## config.mk

```make
export PLATFORM = sky130hd
export DESIGN_NAME = rtu_req_arbiter
export DESIGN_NICKNAME = d
export VERILOG_FILES = /design/src/rtl/rtu_req_arbiter.sv
export SDC_FILE = /design/constraint.sdc
export NUM_CORES = 1
export LEC_CHECK = 0
export BUFFER_PORTS_ARGS = -buffer_cell sky130_fd_sc_hd__clkbuf_2
export CELL_PAD_IN_SITES_DETAIL_PLACEMENT = 1
export CELL_PAD_IN_SITES_GLOBAL_PLACEMENT = 1
export CORE_AREA = 3 3 391 393
export DETAILED_ROUTE_END_ITERATION = 8
export DIE_AREA = 0 0 394 396
export PLACE_DENSITY = 0.41
export SYNTH_ARGS = -nofsm -noshare
export SYNTH_HDL_FRONTEND = slang
export SYNTH_SLANG_ARGS = --single-unit
```

## constraint.sdc

```tcl
create_clock -name clk_sys_i -period 4.6 [get_ports clk_sys_i]
set_input_delay 0.92 -clock clk_sys_i [delete_from_list [all_inputs] [get_ports clk_sys_i]]
set_output_delay 0.92 -clock clk_sys_i [all_outputs]
set_load 0.01 [all_outputs]
```

## src/rtl/rtu_req_arbiter.sv

```systemverilog
// rtu_req_arbiter: shares the single RTU lookup engine among g_num_ports
// request channels (endpoints + NIC). Requests are granted round-robin, one
// lookup is outstanding at a time, and the engine response is routed back to
// the port that issued it.
//
// Optional feature: define RTU_ARB_TIMEOUT_EN to build the response watchdog
// (g_timeout cycles in WAIT_RSP, then a drop response to the requester).
//
// Ports:
//   clk_sys_i, rst_n_i        system clock, synchronous active-low reset
//   req_valid_i/req_data_i    per-port pending request, packed per-port slices
//   req_ack_o                 one-cycle pulse when a port's request is captured
//   eng_valid_o/eng_data_o/eng_port_o, eng_ready_i   request channel to engine
//   rsp_valid_i/rsp_port_i/rsp_data_i               response from engine
//   rsp_valid_o/rsp_data_o/rsp_drop_o               per-port response delivery
//   err_o                     one-cycle pulse on unexpected or mis-tagged response
module rtu_req_arbiter #(
  parameter int unsigned g_num_ports = 7,
  parameter int unsigned g_req_width = 112,
  parameter int unsigned g_rsp_width = 40,
  parameter int unsigned g_timeout   = 1023
) (
  input  logic                             clk_sys_i,
  input  logic                             rst_n_i,
  input  logic [g_num_ports-1:0]           req_valid_i,
  input  logic [g_num_ports*g_req_width-1:0] req_data_i,
  output logic [g_num_ports-1:0]           req_ack_o,
  output logic                             eng_valid_o,
  output logic [g_req_width-1:0]           eng_data_o,
  output logic [$clog2(g_num_ports)-1:0]   eng_port_o,
  input  logic                             eng_ready_i,
  input  logic                             rsp_valid_i,
  input  logic [$clog2(g_num_ports)-1:0]   rsp_port_i,
  input  logic [g_rsp_width-1:0]           rsp_data_i,
  output logic [g_num_ports-1:0]           rsp_valid_o,
  output logic [g_rsp_width-1:0]           rsp_data_o,
  output logic                             rsp_drop_o,
  output logic                             err_o
);

  localparam int unsigned P = $clog2(g_num_ports);

  typedef enum logic [1:0] {IDLE, ISSUE, WAIT_RSP} state_t;

  state_t                 state;
  logic [P-1:0]           last;

  logic                   gnt_hit;
  logic [P-1:0]           gnt_idx;
  int unsigned            cand;
  logic [P-1:0]           cand_idx;
  logic [g_req_width-1:0] req_arr [g_num_ports];
  logic                   rsp_match;

  // Unpack the request bus into per-port slices.
  for (genvar g = 0; g < g_num_ports; g++) begin : g_unpack
    assign req_arr[g] = req_data_i[g*g_req_width +: g_req_width];
  end

  // Round-robin select: first pending port searching cyclically from last+1.
  always_comb begin
    gnt_hit  = 1'b0;
    gnt_idx  = '0;
    cand     = 0;
    cand_idx = '0;
    for (int unsigned i = 1; i <= g_num_ports; i++) begin
      cand = 32'(last) + i;
      if (cand >= g_num_ports) cand = cand - g_num_ports;
      cand_idx = P'(cand);
      if (!gnt_hit && req_valid_i[cand_idx]) begin
        gnt_hit = 1'b1;
        gnt_idx = cand_idx;
      end
    end
  end

  assign rsp_match = rsp_valid_i && (rsp_port_i == eng_port_o);

`ifdef RTU_ARB_TIMEOUT_EN
  localparam int unsigned CW = ($clog2(g_timeout + 1) > 10) ? $clog2(g_timeout + 1) : 10;
  localparam logic [CW-1:0] EXPIRE = CW'(g_timeout - 1);
  logic [CW-1:0] wdog;
`endif

  // Arbitration / issue / response-routing FSM with registered outputs.
  always_ff @(posedge clk_sys_i) begin
    if (!rst_n_i) begin
      state       <= IDLE;
      last        <= P'(g_num_ports - 1);
      req_ack_o   <= '0;
      eng_valid_o <= 1'b0;
      eng_data_o  <= '0;
      eng_port_o  <= '0;
      rsp_valid_o <= '0;
      rsp_data_o  <= '0;
      rsp_drop_o  <= 1'b0;
      err_o       <= 1'b0;
`ifdef RTU_ARB_TIMEOUT_EN
      wdog        <= '0;
`endif
    end else begin
      req_ack_o   <= '0;
      rsp_valid_o <= '0;
      rsp_drop_o  <= 1'b0;
      err_o       <= 1'b0;
      case (state)
        IDLE: begin
          if (rsp_valid_i) err_o <= 1'b1;
          if (gnt_hit) begin
            eng_data_o  <= req_arr[gnt_idx];
            eng_port_o  <= gnt_idx;
            last        <= gnt_idx;
            req_ack_o   <= g_num_ports'(1) << gnt_idx;
            eng_valid_o <= 1'b1;
            state       <= ISSUE;
          end
        end
        ISSUE: begin
          if (rsp_valid_i) err_o <= 1'b1;
          if (eng_ready_i) begin
            eng_valid_o <= 1'b0;
            state       <= WAIT_RSP;
`ifdef RTU_ARB_TIMEOUT_EN
            wdog        <= '0;
`endif
          end
        end
        WAIT_RSP: begin
          // A matching response always beats watchdog expiry in the same cycle.
          if (rsp_match) begin
            rsp_data_o  <= rsp_data_i;
            rsp_valid_o <= g_num_ports'(1) << eng_port_o;
            state       <= IDLE;
          end else begin
            if (rsp_valid_i) err_o <= 1'b1;
`ifdef RTU_ARB_TIMEOUT_EN
            if (wdog == EXPIRE) begin
              rsp_data_o  <= '0;
              rsp_valid_o <= g_num_ports'(1) << eng_port_o;
              rsp_drop_o  <= 1'b1;
              state       <= IDLE;
            end else begin
              wdog <= wdog + CW'(1);
            end
`endif
          end
        end
        default: state <= IDLE;
      endcase
    end
  end

endmodule

```

==> summary.md <==
| Metric | Value |
|---|---|
| Final WL | ~130,000 um |
| Max stage delay on crit path | 0.42 ns |
| Final Net Count | 3,548 |
| Post-synthesis async set-or-reset flop share | 0 |
| CTS tree | done |
| HPWL Detailed | 108,000 um |
| Number of DRC markers in iteration 0 | around 1,100 |
| Crit-path cells | ha_1 -> inv_1 -> ha_2 -> nand2b_1 -> a21oi_2 -> or3_1 -> a211oi_4 -> nor3_4 -> o21a_1 -> o22ai_1 -> o2bb2ai_4 -> buf_12 -> buf_12 -> buf_12 -> mux2i_1 -> o21ai_0 -> a32o_1 |
| First-pass GRT wire length | between 150,000 and 200,000 um |
| Vias in the first global route | 18,800 |
| FF+latch count, synth | 175 |
| GPL Wtd Cong | approximately 0.9 |
| Tmin final | around 4.4 ns |
| Setup crit end kind | flip-flop |
| Worst-margin pin slew | approximately 0.82 ns |
| Max-cap violation count | 0 |
| CTS Hold Bufs | 0 |
| Adder-Cell Fraction of Synth Area | 0.0107 |
| Commonest cells after routing, fill and taps aside | 1,008 x clkbuf_2, 305 x nand2_1, 229 x mux2i_1, 173 x dfxtp_1, 150 x buf_4 |
| # port buffers | slightly above 1,000 |
| Startpoint Class | flip-flop |
| Largest net degree at the start of global routing | approximately 60 |
| Final Cycle Share | 0.952 |
| Delay-heaviest family, CP | compound AO/OA/AOI/OAI gates |
| Synth warn | 0 |
| Simple-gate share of the synthesized area | 0.139 |
| Area growth syn-to-layout | 70.5% |
| CP max FO | 13 |
| Seq/Total Area, Yosys | 0.258 |
| Crit path required time | between 5 and 6 ns |
| Htree depth | 4 |
| Compound-Gate Fraction of Synth Area | 0.308 |
| TritonCTS Buffers | 17 |
| Largest family of logic cells by synthesized area | compound AO/OA/AOI/OAI gates |
| Post-route cell area | between 20,000 and 25,000 um^2 |
| Placed instance count | 4,694 |
| Worst-path clk slew | ~0.10 ns |
| Die height | ~400 um |
| Post-synth cell types | between 70 and 80 |
| Clock sinks | between 150 and 200 |
| Initial cell density of the core | 0.0908 |
| Max Fclk | about 230 MHz |
| Die area | 156,000 um^2 |
| Core area | 150,000 um^2 |
| Post-synthesis xor/xnor area fraction | 0.00644 |
| Most frequent CP cell | buf_12 |
| Fraction of layout instances using a drive strength above 1 | 0.485 |
| Commonest non-fill, non-tap cell in the layout | clkbuf_2 |
| Worst clock skew | 0.0250 ns |
| Root Buffer | clkbuf_16 |
| Post-Syn Nets | ~2,500 |
| Endpoints failing setup | 0 |
| Setup TNS | 0 ns |
| Gr ovfl total | 0 |
| Placed cell area | between 20,000 and 25,000 um^2 |
| TritonRoute pass-1 iters | 5 |
| Syn avg cell area | 8.21 um^2 |
| Via density | between 3 and 4 |
| DR WL/cell | 26.5 um |
| Num ports | slightly above 1,000 |
| Clk Latency, worst-skew pair | approximately 0.53 ns |
| Post-synth EDFFs | 0 |
| Final std cells w/o fill | ~4,700 |
| Bufs and invs on worst path | 4 |
| Post-synthesis cell count | 1,657 |
| Mapped cell area | between 10,000 and 15,000 um^2 |
| Status | complete, no violations |
| Max-slew headroom | 0.453 |
| Crit Path Class | flip-flop to flip-flop |
| Hold slack | 0.468 ns |
| Mux cell area share after synthesis | 0.203 |
| Routed via count | ~18,000 |
| RSZ-0062 raised after global routing | yes |
| Antenna violations before repair | 75 |
| Antenna Violating Nets Remaining | 0 |
| # DRC | 0 |
| Worst EP arrival | roughly 4.8 ns |
| Final Max Slew Viols | 0 |
| Hold Vio Cnt, Final | 0 |
| Row Count | about 140 |
| Most used DFF post-synth | dfxtp_1 |
| Die Wd | slightly below 400 um |
| Total track usage | 0.155 |
| Critical path's slowest cell | or3_1 |
| CTS Buffer Depth | 2 |
| Type of the most critical hold path | flip-flop to flip-flop |
==> cells in the mapped netlist, drive strengths merged, types with 5 or more instances <==
cell | number | share of area
inv | 14 | 0.0039
nor2b | 7 | 0.0032
and3 | 6 | 0.0028
a211oi | 16 | 0.0092
a21oi | 22 | 0.0084
buf | 111 | 0.051
nor2 | 30 | 0.0088
nor4 | 7 | 0.0032
a21boi | 46 | 0.026
mux2 | 31 | 0.026
clkbuf | 75 | 0.021
nand3b | 5 | 0.0028
ha | 10 | 0.0092
a31oi | 99 | 0.046
o211ai | 7 | 0.0039
a221oi | 16 | 0.010
nand3 | 6 | 0.0022
xnor2 | 6 | 0.0039
nand2 | 306 | 0.084
o21ai | 128 | 0.047
mux2i | 232 | 0.17
nand2b | 18 | 0.0083
a32oi | 98 | 0.063
a32o | 96 | 0.071
and2 | 12 | 0.0055
dfxtp | 175 | 0.26
or3 | 6 | 0.0028
nor3 | 12 | 0.0048
==> sequential cells by signal, indices dropped and copies added (netlist names), 2 cells and up <==
signal and cells:
last 2, req_ack_o 7, rsp_valid_o 7, state 2
rsp_data_o 40, eng_port_o 3, eng_data_o 112
==> cell families after synthesis <==
logic type / count (synthesis)
buf+inv: 200
xor+xnor: 10
fa+ha+maj: 11
simple gates: 431
compound gates: 562
flops: 175
mux: 267
other cells: 1
==> worst register-to-register path, stage by stage (launching register included) <==
cell	delay [ns]
dfxtp_2	0.40
ha_1	0.17
inv_1	0.05
ha_2	0.41
nand2b_1	0.20
a21oi_2	0.13
or3_1	0.42
a211oi_4	0.40
nor3_4	0.10
o21a_1	0.19
o22ai_1	0.27
o2bb2ai_4	0.20
buf_12	0.17
buf_12	0.18
buf_12	0.19
mux2i_1	0.34
o21ai_0	0.17
a32o_1	0.28
==> cell type report <==
class / count / area [um^2]
diodes: 14 / 35.0
clock buffers: 17 / 425
clock inverters: 15 / 149
fillers: 18000 / 127000
inverters: 14 / 52.6
multi-input cells: 1282 / 9300
flip-flops and latches: 175 / 3510
well taps: 2016 / 2520
repair buffers: 1209 / 7200
==> per-layer routing <==
| layer | part of all wire | GRT usage | routed length (um) | vias up |
|---|---|---|---|---|
| met3 | 0.081 | 0.0530 | 10200 | 142 |
| met2 | 0.48 | 0.262 | 60700 | 712 |
| met5 | 0.0016 | 0 | 198 | - |
| met4 | 0.018 | 0.0328 | 2300 | 30 |
| li1 | - | - | - | 8431 |
| met1 | 0.42 | 0.190 | 52300 | 8778 |
==> per-stage QoR <==
stage / worst slack (ns) / utilization
after floorplan: 0.306 / -
after global placement: -0.0413 / 0.149
after detailed placement: -0.105 / 0.149
after CTS: 0.0334 / 0.154
after global routing: -0.0446 / 0.155
final: 0.222 / 0.155
==> repair_timing <==
action / in CTS / in global routing
gates resized for setup: 13 / 24
buffers inserted: 1 / 0
pin swaps: 1 / 7
endpoints found under the setup margin: 37 / 106
gates cloned: 1 / 0
==> final timing paths <==
check                         startpoint                           to  slack (ns)  cells after the start
max           eng_port_o[0]$_SDFFE_PN0P_  eng_data_o[89]$_SDFFE_PN0P_        0.22                     17
min          rsp_data_o[32]$_SDFFE_PN0P_  rsp_data_o[32]$_SDFFE_PN0P_        0.47                      2
max reg2reg   eng_port_o[0]$_SDFFE_PN0P_  eng_data_o[89]$_SDFFE_PN0P_        0.22                     17
min reg2reg  rsp_data_o[32]$_SDFFE_PN0P_  rsp_data_o[32]$_SDFFE_PN0P_        0.47                      2
Power is left out: the tool's default activity adds up to more than one toggle a clock period on the data nets, which glitch-free logic cannot reach.
